### config.mk
export PLATFORM = sky130hd
export DESIGN_NAME = alu_cmd_issuer
export DESIGN_NICKNAME = d
export VERILOG_FILES = /design/src/rtl/alu_cmd_issuer.sv
export SDC_FILE = /design/constraint.sdc
export NUM_CORES = 1
export LEC_CHECK = 0
export CAP_MARGIN = 10
export CORE_UTILIZATION = 50
export CTS_BUF_LIST = sky130_fd_sc_hd__clkbuf_8 sky130_fd_sc_hd__clkbuf_16
export CTS_CLUSTER_DIAMETER = 30
export DETAILED_ROUTE_END_ITERATION = 7
export GPL_ROUTABILITY_DRIVEN = 1
export GPL_TIMING_DRIVEN = 1
export PLACE_DENSITY = 0.89
export SKIP_LAST_GASP = 1
export SLEW_MARGIN = 20
export SYNTH_ARGS = -nofsm -noshare
export SYNTH_HDL_FRONTEND = slang
export SYNTH_SLANG_ARGS = --single-unit
### constraint.sdc
create_clock -name clock -period 2.9 [get_ports clock]
set_input_delay 0.58 -clock clock [delete_from_list [all_inputs] [get_ports clock]]
set_output_delay 0.58 -clock clock [all_outputs]
set_load 0.02 [all_outputs]
### src/rtl/alu_cmd_issuer.sv
// rtl/alu_cmd_issuer.sv - byte-serial command issuer driving the ALU units and returning their result
module alu_cmd_issuer #(
  parameter int width   = 16,
  parameter int TIMEOUT = 8
) (
  input  logic             clock,
  input  logic             rest,
  input  logic [7:0]       in_data,
  input  logic             in_valid,
  output logic             in_ready,
  output logic [width-1:0] A,
  output logic [width-1:0] B,
  output logic [3:0]       ALU_FUN,
  output logic [3:0]       unit_enable,
  input  logic [3:0]       unit_flag,
  input  logic [width-1:0] alu_result,
  output logic [width-1:0] res_data,
  output logic [1:0]       res_status,
  output logic             res_valid,
  input  logic             res_ready
);

  localparam int NB = width / 8;
  localparam int CW = (NB > 1) ? $clog2(NB) : 1;

  localparam logic [1:0] ST_OK       = 2'b00;
  localparam logic [1:0] ST_TIMEOUT  = 2'b01;
  localparam logic [1:0] ST_MISMATCH = 2'b10;

  typedef enum logic [2:0] {
    S_IDLE,
    S_LOAD_A,
    S_LOAD_B,
    S_ISSUE,
    S_WAIT,
    S_RESP
  } state_e;

  state_e           state_q, state_d;
  logic [CW-1:0]    cnt_q, cnt_d;
  logic [7:0]       timer_q, timer_d;
  logic             in_ready_q, in_ready_d;
  logic [width-1:0] a_q, a_d;
  logic [width-1:0] b_q, b_d;
  logic [3:0]       fun_q, fun_d;
  logic [3:0]       en_q, en_d;
  logic [width-1:0] rdata_q, rdata_d;
  logic [1:0]       rstat_q, rstat_d;
  logic             rvalid_q, rvalid_d;

  logic             xfer;
  logic             last_byte;
  logic             done;

  assign xfer      = in_valid & in_ready_q;
  assign last_byte = (cnt_q == CW'(NB - 1));

  // Next-state logic: frame assembly, unit issue, flag/timeout resolution, result handshake
  always_comb begin
    state_d  = state_q;
    cnt_d    = cnt_q;
    timer_d  = timer_q;
    a_d      = a_q;
    b_d      = b_q;
    fun_d    = fun_q;
    en_d     = en_q;
    rdata_d  = rdata_q;
    rstat_d  = rstat_q;
    rvalid_d = rvalid_q;
    done     = 1'b0;

    case (state_q)
      S_IDLE: begin
        if (xfer) begin
          fun_d   = in_data[3:0];
          cnt_d   = '0;
          state_d = S_LOAD_A;
        end
      end
      S_LOAD_A: begin
        if (xfer) begin
          for (int k = 0; k < NB; k++) begin
            if (cnt_q == CW'(k)) a_d[8*k +: 8] = in_data;
          end
          if (last_byte) begin
            cnt_d   = '0;
            state_d = S_LOAD_B;
          end else begin
            cnt_d = cnt_q + 1'b1;
          end
        end
      end
      S_LOAD_B: begin
        if (xfer) begin
          for (int k = 0; k < NB; k++) begin
            if (cnt_q == CW'(k)) b_d[8*k +: 8] = in_data;
          end
          if (last_byte) begin
            cnt_d   = '0;
            state_d = S_ISSUE;
          end else begin
            cnt_d = cnt_q + 1'b1;
          end
        end
      end
      S_ISSUE: begin
        en_d    = 4'b0001 << fun_q[3:2];
        timer_d = '0;
        state_d = S_WAIT;
      end
      S_WAIT: begin
        timer_d = timer_q + 8'd1;
        // Priority: exact flag match, then a wrong unit answering, then timeout
        if (unit_flag == en_q) begin
          rdata_d = alu_result;
          rstat_d = ST_OK;
          done    = 1'b1;
        end else if (unit_flag != 4'b0000) begin
          rdata_d = '0;
          rstat_d = ST_MISMATCH;
          done    = 1'b1;
        end else if (timer_q == 8'(TIMEOUT - 1)) begin
          rdata_d = '0;
          rstat_d = ST_TIMEOUT;
          done    = 1'b1;
        end
        if (done) begin
          en_d     = 4'b0000;
          rvalid_d = 1'b1;
          state_d  = S_RESP;
        end
      end
      S_RESP: begin
        if (rvalid_q && res_ready) begin
          rvalid_d = 1'b0;
          state_d  = S_IDLE;
        end
      end
      default: state_d = S_IDLE;
    endcase

    // Registered ready follows the state we are entering, so it is exact on the next cycle
    in_ready_d = (state_d == S_IDLE) || (state_d == S_LOAD_A) || (state_d == S_LOAD_B);
  end

  // State and output registers; reset clears everything, dropping unit_enable asynchronously
  always_ff @(posedge clock or negedge rest) begin
    if (!rest) begin
      state_q    <= S_IDLE;
      cnt_q      <= '0;
      timer_q    <= '0;
      in_ready_q <= 1'b0;
      a_q        <= '0;
      b_q        <= '0;
      fun_q      <= '0;
      en_q       <= '0;
      rdata_q    <= '0;
      rstat_q    <= '0;
      rvalid_q   <= 1'b0;
    end else begin
      state_q    <= state_d;
      cnt_q      <= cnt_d;
      timer_q    <= timer_d;
      in_ready_q <= in_ready_d;
      a_q        <= a_d;
      b_q        <= b_d;
      fun_q      <= fun_d;
      en_q       <= en_d;
      rdata_q    <= rdata_d;
      rstat_q    <= rstat_d;
      rvalid_q   <= rvalid_d;
    end
  end

  assign in_ready    = in_ready_q;
  assign A           = a_q;
  assign B           = b_q;
  assign ALU_FUN     = fun_q;
  assign unit_enable = en_q;
  assign res_data    = rdata_q;
  assign res_status  = rstat_q;
  assign res_valid   = rvalid_q;

endmodule

---- Word level (Yosys, flattened, before mapping) ----
Index checks and enable logic that the tools add are counted.
W data, S select, Z words.
storage, ports and cells
  ROM bits ................................ 0
  memories ................................ 0
  latch bits .............................. 0
  register bits ........................... 72
  memory bits (writable) .................. 0
operators by class
  bitwise gates (word level) .............. 2
  divide/modulo/power cells ............... 0
  multipliers ............................. 0
  add/sub/neg operators ................... 2
  reduce and logical (&&, ||, !) cells .... 20
  multiplexer cells ....................... 28
  shift operators ......................... 1
  equal/unequal tests ..................... 13
  order comparisons ....................... 0
operators by type and width
  kind                   count
  $mux W16               3
  $mux W3                7
  $pmux W3 S6            1
  $reduce_and A3 Y1      6
  $pmux W8 S2            1
  $eq A3 B2 Y1 const B   3
  $mux W1                9
  $add A8 B1 Y8 const B  1
  $eq A8 B3 Y1 const B   1
  $pmux W4 S2            1
  $eq A3 B1 Y1 const B   2
  $eq A3 B3 Y1 const B   2
  $logic_not A3 Y1       2
  $mux W2                3
  $ne A2 B2 Y1 const B   3
  $reduce_and A2 Y1      3
  $reduce_bool A2 Y1     3
  $eq A4 B4 Y1           1
  $mux W4                1
  $pmux W1 S2            2
  $reduce_bool A4 Y1     1
  $shl A1 B2 Y4 const A  1
  $reduce_bool A3 Y1     1
  $logic_or A1 B1 Y1     2
  6 further kinds        6

---- Longest topological paths before layout ----
Gate-level depths: netlist (run 1).
  depth in word-level cells ............... 10
  mapped depth ............................ 6
  mapped depth without buffers ............ 5

---- Worst setup path after synthesis (run 1) ----
Ideal clock, no wire load.
  path kind ............................... in2reg
  start ................................... in unit_flag[1]
  end ..................................... reg en_q[0] (netlist: unit_enable[0])
  stages .................................. 4
  path buffers ............................ 1
  data arrival time ....................... 1.707 ns
  slack ................................... 1.127 ns
  cell sequence ........................... or4_4 o31ai_4 buf_6 a31o_1
on the way
  cells in the longest elaborated chain, start to end .. 6
  elaborated cells between the ends (all ways) .. 7
RTL lines
  what                                    line  text
  start: declaration                      15    input logic [3:0] unit_flag,
  $reduce_bool A4 Y1                      118   end else if (unit_flag != 4'b0000) begin
  $mux W1                                 118
  $mux W1 (*)                             114   if (unit_flag == en_q) begin
  $mux W1 (*)                             72    case (state_q)
  $ne A2 B2 Y1 (no source line) (*)       n/a
  $reduce_and A2 Y1 (no source line) (*)  n/a
  end signal: assignment                  168   en_q <= en_d;
  end: declaration                        46    logic [3:0] en_q, en_d;
Every way passes the cells marked *; elsewhere a longest branch is shown, timed or not. The select of a mux whose other input is x is not followed.
A chain may end at the register's enable or synchronous reset.

---- Worst setup path in the final report (run 1) ----
  start ................................... in unit_flag[1]
  end ..................................... reg rdata_q[9] (netlist: res_data[9])
on the way
  cells in the longest elaborated chain, start to end .. 3
  elaborated cells between the ends (all ways) .. 6
RTL lines
  what                                                             line      text
  $eq A4 B4 Y1 or $reduce_bool A4 Y1 (tied branches)               114, 118
  $reduce_bool A3 Y1 (no source line) or $mux W16 (tied branches)  n/a
  $reduce_and A2 Y1 (no source line) or $mux W16 (tied branches)   n/a
  end signal: assignment                                           169       rdata_q <= rdata_d;
  end: declaration                                                 47        logic [width-1:0] rdata_q, rdata_d;
Parallel ways exist; a longest one is shown, timed or not.

==> results of run 1 <==
[cells in the final DEF (no fill, tap or decap), types with 3 or more instances in the layout]
cell type	n
a31o_1	4
a22o_1	17
dfrtp_1	72
nand2_1	13
nand3_1	3
clkbuf_8	11
nand3b_1	3
clkdlybuf4s50_1	90
o21ai_0	5
mux2_2	36
o31ai_1	3
and2_1	3
nor2_1	6
nand4_1	3
xnor2_1	4
o21ai_1	4
[logic make-up (layout without fill, tap and decap cells)]
kind of cell | after synthesis | count (layout)
flip-flops | 72 | 72
AND/OR/NAND/NOR | 49 | 49
AO/OA/AOI/OAI | 47 | 47
multiplexers | 36 | 36
buffers and inverters | 9 | 111
XOR/XNOR | 5 | 5
adder cells (fa/ha/maj) | 1 | 1
[flip-flops by register name (all words and copies together), names as in the netlist]
signal	count
res_data	16
unit_enable	4
A	16
res_valid	1
state_q	3
cnt_q	1
ALU_FUN	4
timer_q	8
res_status	2
in_ready	1
B	16
[per-layer routing]
metal  up-vias  routed length (um)  GRT usage [%]
met5         -                   0              0
met4         0                 138           10.2
met3        11                 703           9.83
met2       100                3090           36.2
met1      1115                3000           30.9
li1       1008                   -              -
[power groups by stage]
stage | logic, mW | registers, mW | clock network [mW]
2_1_floorplan | 0.700 | 2.10 | 0
6_report | 2.03 | 1.73 | 0.900
4_1_cts | 2.04 | 1.72 | 0.908
3_3_place_gp | 1.98 | 1.70 | 0
5_1_grt | 2.16 | 1.78 | 0.953
3_5_place_dp | 2.03 | 1.73 | 0
[stage by stage]
step / std cells / total power, mW / util (%) / hold slack [ps] / setup WS [ps]
6_report: 393 / 4.65 / 74.4 / 254 / 742
2_1_floorplan: 219 / 2.80 / - / 284 / 1130
3_5_place_dp: 377 / 3.76 / 70.3 / 484 / 408
3_3_place_gp: 377 / 3.68 / 70.3 / 472 / 481
4_1_cts: 393 / 4.68 / 74.4 / 266 / 746
5_1_grt: 393 / 4.90 / 74.4 / 310 / 688
[layout make-up]
type | count | area, um2
flip-flops and latches | 72 | 1800
fillers | 366 | 1440
multi-input cells | 138 | 1130
repair buffers | 93 | 933
clock buffers | 11 | 151
well taps | 72 | 90.1
clock inverters | 5 | 78.8
inverters | 2 | 7.51
[path summary, 6_finish.rpt]
kind | depth (start not counted) | endpoint | startpoint | slack, ps
max in group asynchronous | 2 | B[11]$_DFFE_PN0P_ | rest | 1980
worst max register to register | 3 | res_data[9]$_DFFE_PN0P_ | state_q[0]$_DFF_PN0_ | 930
worst min register to register | 1 | res_status[0]$_DFFE_PN0P_ | res_status[0]$_DFFE_PN0P_ | 490
min in group clock | 1 | res_status[0]$_DFFE_PN0P_ | res_status[0]$_DFFE_PN0P_ | 490
worst min-delay path | 1 | timer_q[5]$_DFFE_PN0P_ | rest | 250
worst max-delay path | 5 | res_data[9]$_DFFE_PN0P_ | unit_flag[1] | 740
[critical path: stages]
cell             delay (ps)
clkdlybuf4s50_1         450
or4_4                   590
o31ai_4                 350
buf_4                   280
a22o_1                  180
==> results.json, run 1 <==
{
  "arrival_ps": 2430,
  "synth-xor-area-share_pct": 1.46,
  "initial_core_util_pct": 53.2,
  "gp_congestion": 0.781,
  "crit_required_ps": 3170,
  "seq_area_frac_synth_pct": 60.1,
  "drtPass1Iterations": 4,
  "rsz0062_at_grt": "no",
  "root_buffer": "clkbuf_8",
  "clockPowerShare_pct": 19.3,
  "layout_min_cycle_time_ps": 2160,
  "dieWidth_um": 79.5,
  "place_area_um2": 3970,
  "postCtsSetupRepairBufs": 0,
  "p_leak_nw": 1.81,
  "drt-wirelength-per-cell_um": 17.6,
  "syn_inst": 219,
  "pin_count": 92,
  "fin_crit_sh_pct": 74.4,
  "synth_edf_count": 0,
  "synth_top_area_cell": "dfrtp_1",
  "p_sw_share_pct": 35.7,
  "fp.dieH_um": 79.5,
  "drc": 0,
  "internal_power_mw": 2.99,
  "grt_usage_pct": 24.1,
  "worstMarginPinSlew_ps": 651,
  "grt_pass1_vias": 2192,
  "fin_setup_tns_ps": 0,
  "synth_top_family_by_area": "multiplexers",
  "cts_made_buffers": 9,
  "p_switching_mw": 1.66,
  "synth_cell_types": 47,
  "dp.final_hpwl_um": 4760,
  "first_iter_violations": 82,
  "critPathLaunchType": "primary input",
  "fin_nets": 349,
  "netlist.area_leader.share_pct": 60.1,
  "vias": 2234,
  "cts.reportedPaths.clkPinSlew_ps": 80,
  "synth-simple-area-share_pct": 10.1,
  "synth_compound_area_share_pct": 12.4,
  "pwr-share-seq_pct": 37.1,
  "combPwrFrac_pct": 43.6,
  "cts_resized": 0,
  "insertion_delay_ps": 340,
  "drt-total-wl_um": 6930,
  "muxShareOfSynthArea_pct": 13.5,
  "synth-main-ff-cell": "dfrtp_1",
  "syn_avg_cell_area_um2": 13.7,
  "setup_viol": 0,
  "ys_async_sr_fraction_pct": 100,
  "clock_skew_ps": 6.85,
  "netlist_area_um2": 3000,
  "htreeDepth": 3,
  "crit_fanout": 16,
  "yosysWarnings": 0,
  "grt_max_degree": 45,
  "area_delta_synth_final_pct": 40.0,
  "critPathKind": "primary input to register",
  "tritoncts": "yes",
  "design_area_um2": 4200,
  "worstHoldPathType": "primary input to async pin",
  "maxCapViolCount": 0,
  "gr-total-overflow": 0,
  "io_buffers": 91,
  "synth_area_leaders": "dfrtp_1 60%, mux2_2 14%, a22o_1 5.0%",
  "cts_sinks": 72,
  "finalHoldViolCount": 0,
  "drive_gt1_share_pct": 19.6,
  "maxSlewViolCount": 0,
  "max_slew_margin_pct": 56.5,
  "syn_nets": 252,
  "drtAntennaViolNets": 0,
  "grt_pass1_wl_um": 11200,
  "fmax_ghz": 0.463,
  "cp-end-kind": "register",
  "power.density_nw_per_um2": 1110,
  "num_rows": 27,
  "viasPerCell": 5.68,
  "insertedDiodeCount": 0,
  "die_area_um2": 6310,
  "ys_ff_latch": 72,
  "fp.coreArea_um2": 5640,
  "ir_worst_vdd_v": 0.000728,
  "status": "complete, no violations",
  "synthAdderAreaFrac_pct": 0.417,
  "synthTopCellsByCount": "72 x dfrtp_1, 36 x mux2_2, 17 x a22o_1, 13 x nand2_1, 6 x nor2_1",
  "antenna_found_initial": 0,
  "cts_hold_buf": 0,
  "yosysMostFrequentCell": "dfrtp_1",
  "cts_max_path_buffers": 2
}
Note: power is estimated with default switching activity, not from simulation.
==> run 2: changes to the inputs <==
- CORE_UTILIZATION: 50 -> 46
- PLACE_DENSITY: 0.89 -> 0.83
- clock period: 2.9 -> 2 ns (I/O delays scaled with it)
==> run 2 against run 1 <==
Final cell count rose by 4.6%; combinational power rose by 50%; global-route usage fell by 3.0 points; non-clock buffer count rose by 14; core utilization fell by 5.3 points; routed wire length fell by 0.76%; via count rose by 0.54%; hold slack improved by 240 ps; clock skew rose by 1.6 ps; clock-buffer cell count fell by 1; register-to-register slack got worse by 720 ps.
==> results.json, run 2 (same netlist as run 1, synthesis figures left out) <==
{
  "status": "complete, no violations",
  "first_iter_violations": 108,
  "tritoncts": "yes",
  "max_slew_margin_pct": 72.2,
  "die_area_um2": 6850,
  "gr-total-overflow": 0,
  "slowest_delay_ps": 650,
  "drtPass1Iterations": 4,
  "p_leak_nw": 1.89,
  "p_sw_share_pct": 34.7,
  "dieWidth_um": 82.7,
  "setup_slack_ps": 196,
  "drive_gt1_share_pct": 22.5,
  "crit_required_ps": 1600,
  "cts_made_buffers": 9,
  "critPathKind": "register to output port",
  "ir_worst_vdd_v": 0.00124,
  "nFillCells": 460,
  "antenna_found_initial": 0,
  "grt_util_met2_pct": 34.3,
  "rsz0062_at_grt": "no",
  "combPwrFrac_pct": 44.0,
  "vias": 2246,
  "p_switching_mw": 2.40,
  "power.density_nw_per_um2": 1580,
  "holdWs_ps": 493,
  "num_rows": 29,
  "htreeDepth": 3,
  "cp_num_buf_inv": 1,
  "grt.met1_usage_pct": 24.4,
  "insertedDiodeCount": 0,
  "clock_skew_ps": 8.46,
  "drc": 0,
  "dp.final_hpwl_um": 4860,
  "setup_viol": 0,
  "postCtsSetupRepairBufs": 0,
  "fmax_ghz": 0.554,
  "drt-total-wl_um": 6880,
  "pin_count": 92,
  "grt.busiest_layer": "met2",
  "io_buffers": 91,
  "drt-wirelength-per-cell_um": 16.7,
  "use_met3_pct": 9.67,
  "grt_pass1_wl_um": 10600,
  "maxCapViolCount": 0,
  "seq_area_um2": 1800,
  "fin_crit_sh_pct": 90.2,
  "cp_cell_sequence": "clkdlybuf4s50_1",
  "grt_pass1_vias": 2239,
  "insertion_delay_ps": 340,
  "worstMarginPinSlew_ps": 417,
  "initial_core_util_pct": 47.5,
  "cts_sinks": 72,
  "cts.reportedPaths.clkPinSlew_ps": 80,
  "pwr-share-seq_pct": 35.7,
  "fp.coreArea_um2": 6310,
  "layout_common_cells": "90 x clkdlybuf4s50_1, 72 x dfrtp_1, 36 x mux2_2",
  "gp_congestion": 0.775,
  "place_ws_ps": -141,
  "grt_max_degree": 57,
  "fin_nets": 363,
  "finalHoldViolCount": 0,
  "maxSlewViolCount": 0,
  "fp.dieH_um": 82.7,
  "grt_usage_pct": 21.1,
  "internal_power_mw": 4.50,
  "cp-end-kind": "output port",
  "crit_fanout": 6,
  "critPathLaunchType": "register",
  "clockPowerShare_pct": 20.3,
  "layout_min_cycle_time_ps": 1800,
  "viasPerCell": 5.46,
  "arrival_ps": 1400,
  "cts_resized": 0,
  "slowest_stage": "clkdlybuf4s50_1",
  "area_delta_synth_final_pct": 45.4,
  "root_buffer": "clkbuf_8",
  "cts_hold_buf": 1,
  "multiInputGateArea_um2": 1130,
  "cp_top_family": "buffers and inverters",
  "worstHoldPathType": "register to register",
  "final_common_cell": "clkdlybuf4s50_1",
  "drtAntennaViolNets": 0,
  "cts_max_path_buffers": 2
}
[run 2: changes by cell type in the layout (fill, tap and decap cells not counted), moves of 2 or more]
cell        change
buf_12          +3
clkinvlp_4      +2
buf_4          +10
clkinv_2        -2
[run 2: worst paths after layout]
path / start / end / slack [ps] / depth (start not counted)
worst max-delay path: ALU_FUN[3]$_DFFE_PN0P_ / ALU_FUN[3] / 200 / 1
worst min-delay path: res_status[0]$_DFFE_PN0P_ / res_status[0]$_DFFE_PN0P_ / 490 / 1
worst max register to register: timer_q[4]$_DFFE_PN0P_ / res_data[9]$_DFFE_PN0P_ / 210 / 5
worst min register to register: res_status[0]$_DFFE_PN0P_ / res_status[0]$_DFFE_PN0P_ / 490 / 1
max in group asynchronous: rest / ALU_FUN[3]$_DFFE_PN0P_ / 850 / 3
min in group asynchronous: rest / res_data[1]$_DFFE_PN0P_ / 520 / 2
[run 2: stage by stage]
step / power (mW) / std cells / instance area (um2) / util, % / setup TNS, ps
finish: 6.90 / 411 / 4360 / 69.1 / 0
CTS: 6.95 / 411 / 4360 / 69.1 / 0
global route: 7.27 / 411 / 4360 / 69.1 / 0
floorplan: 4.06 / 219 / 3000 / - / 0
global placement: 5.44 / 395 / 4110 / 65.1 / -1360
detailed placement: 5.53 / 395 / 4110 / 65.1 / -2090
[run 2: per-layer routing]
metal	up-vias	part of all wire, %
li1	1038	-
met1	1110	40
met2	86	47
met3	12	11
met4	0	1.4
met5	-	0
[run 2: layout make-up]
cell class / count / area share, %
clock buffers: 10 / 3.16
clock inverters: 5 / 2.41
inverters: 2 / 0.172
multi-input cells: 138 / 26.0
flip-flops and latches: 72 / 41.3
well taps: 77 / 2.21
repair buffers: 107 / 24.7
[run 2: power groups by stage]
stage / Combinational (mW) / Clock, mW / Sequential [mW]
6_report: 3.04 / 1.40 / 2.47
5_1_grt: 3.24 / 1.48 / 2.54
4_1_cts: 3.06 / 1.42 / 2.47
3_5_place_dp: 3.04 / 0 / 2.49
3_3_place_gp: 2.98 / 0 / 2.46
2_1_floorplan: 1.02 / 0 / 3.04
==> run 3: changes to the inputs <==
- PLACE_DENSITY: 0.83 -> 0.79
==> run 3 against run 2 <==
Total power down 2.2%; register-to-register slack better by 20 ps; sequential share of layout area up 0.13 points; critical endpoint unchanged; highest routed layer unchanged.
==> results.json, run 3 (same netlist as run 1, synthesis figures left out) <==
{
  "root_buffer": "clkbuf_8",
  "slowest_delay_ps": 640,
  "drive_gt1_share_pct": 22.9,
  "utilization_pct": 68.9,
  "htreeDepth": 3,
  "seq_area_um2": 1800,
  "pwr-share-seq_pct": 36.7,
  "postCtsSetupRepairBufs": 0,
  "drtPass1Iterations": 4,
  "crit_required_ps": 1600,
  "drt-total-wl_um": 6750,
  "insertion_delay_ps": 350,
  "fin_setup_tns_ps": 0,
  "num_rows": 29,
  "maxCapViolCount": 0,
  "layout_min_cycle_time_ps": 1810,
  "layout_common_cells": "90 x clkdlybuf4s50_1, 72 x dfrtp_1, 36 x mux2_2",
  "worstMarginPinSlew_ps": 398,
  "insertedDiodeCount": 0,
  "status": "complete, no violations",
  "combPwrFrac_pct": 45.1,
  "cp_top_family": "buffers and inverters",
  "place_ws_ps": -122,
  "cp_num_buf_inv": 1,
  "clock_skew_ps": 7.74,
  "vias": 2230,
  "initial_core_util_pct": 47.5,
  "p_switching_mw": 2.38,
  "power.density_nw_per_um2": 1550,
  "dp_cells": 397,
  "grt_pass1_vias": 2197,
  "cts_sinks": 72,
  "gr-total-overflow": 0,
  "ir_worst_vdd_v": 0.00103,
  "drt-wirelength-per-cell_um": 16.3,
  "final_common_cell": "clkdlybuf4s50_1",
  "max_slew_margin_pct": 73.4,
  "cp-end-kind": "output port",
  "tritoncts": "yes",
  "fmax_ghz": 0.553,
  "antenna_found_initial": 0,
  "p_leak_nw": 1.90,
  "internal_power_mw": 4.37,
  "slowest_stage": "clkdlybuf4s50_1",
  "fin_nets": 364,
  "nFillCells": 468,
  "crit_fanout": 6,
  "r2r_slack_ps": 230,
  "design_area_um2": 4350,
  "cts_max_path_buffers": 2,
  "place_area_um2": 4140,
  "grt_pass1_wl_um": 10400,
  "clockPowerShare_pct": 18.2,
  "pin_count": 92,
  "dp.final_hpwl_um": 4750,
  "rsz0062_at_grt": "no",
  "cp_cell_sequence": "clkdlybuf4s50_1",
  "fp.dieH_um": 82.7,
  "cts_resized": 0,
  "drtAntennaViolNets": 0,
  "cts.reportedPaths.clkPinSlew_ps": 70,
  "area_delta_synth_final_pct": 45.0,
  "arrival_ps": 1410,
  "fp.coreArea_um2": 6310,
  "setup_slack_ps": 192,
  "gp_congestion": 0.769,
  "layout.cells.non_filler": 413,
  "viasPerCell": 5.40,
  "io_buffers": 91,
  "multiInputGateArea_um2": 1130,
  "critPathKind": "register to output port",
  "cts_made_buffers": 9,
  "setup_viol": 0,
  "drc": 0,
  "dieWidth_um": 82.7,
  "first_iter_violations": 92,
  "die_area_um2": 6850,
  "maxSlewViolCount": 0,
  "grt_usage_pct": 21.1,
  "grt_max_degree": 73,
  "fin_crit_sh_pct": 90.4,
  "critPathLaunchType": "register",
  "p_sw_share_pct": 35.3,
  "finalHoldViolCount": 0,
  "cts_hold_buf": 0,
  "worstHoldPathType": "primary input to async pin"
}
==> run 3: final cells by class <==
type / count / share of cell area [%]
multi-input combinational: 138 / 26.1
sequential: 72 / 41.4
timing repair buffer: 108 / 25.2
inverter: 2 / 0.173
tap: 77 / 2.22
clock inverter: 7 / 2.01
clock buffer: 9 / 2.85
==> run 3: worst paths after layout <==
path | depth (start not counted) | to | from
min in group clock | 1 | timer_q[7]$_DFFE_PN0P_ | timer_q[7]$_DFFE_PN0P_
worst max-delay path | 1 | ALU_FUN[3] | ALU_FUN[3]$_DFFE_PN0P_
worst min register to register | 1 | timer_q[7]$_DFFE_PN0P_ | timer_q[7]$_DFFE_PN0P_
max in group asynchronous | 2 | A[9]$_DFFE_PN0P_ | rest
worst min-delay path | 2 | res_data[0]$_DFFE_PN0P_ | rest
worst max register to register | 5 | res_data[2]$_DFFE_PN0P_ | timer_q[4]$_DFFE_PN0P_
==> run 3: through the flow <==
stage               hold slack (ps)  total power, mW
floorplan                       104             4.06
global placement                459             5.47
detailed placement              459             5.56
CTS                            75.5             6.81
global route                    103             7.14
finish                         56.0             6.75
==> run 3: power groups by stage <==
stage               registers [mW]  logic, mW  clock network (mW)
floorplan                     3.04       1.02                   0
global placement              2.47       3.01                   0
detailed placement            2.50       3.06                   0
CTS                           2.48       3.08                1.25
global route                  2.57       3.26                1.31
finish                        2.48       3.04                1.23
==> run 3: routing by layer <==
layer,track usage [%],vias up,wire length (um)
met4,9.83,0,37
met3,8.68,3,700
met1,24.4,1097,2900
met2,34.0,86,3110
li1,-,1044,-
met5,0,-,0
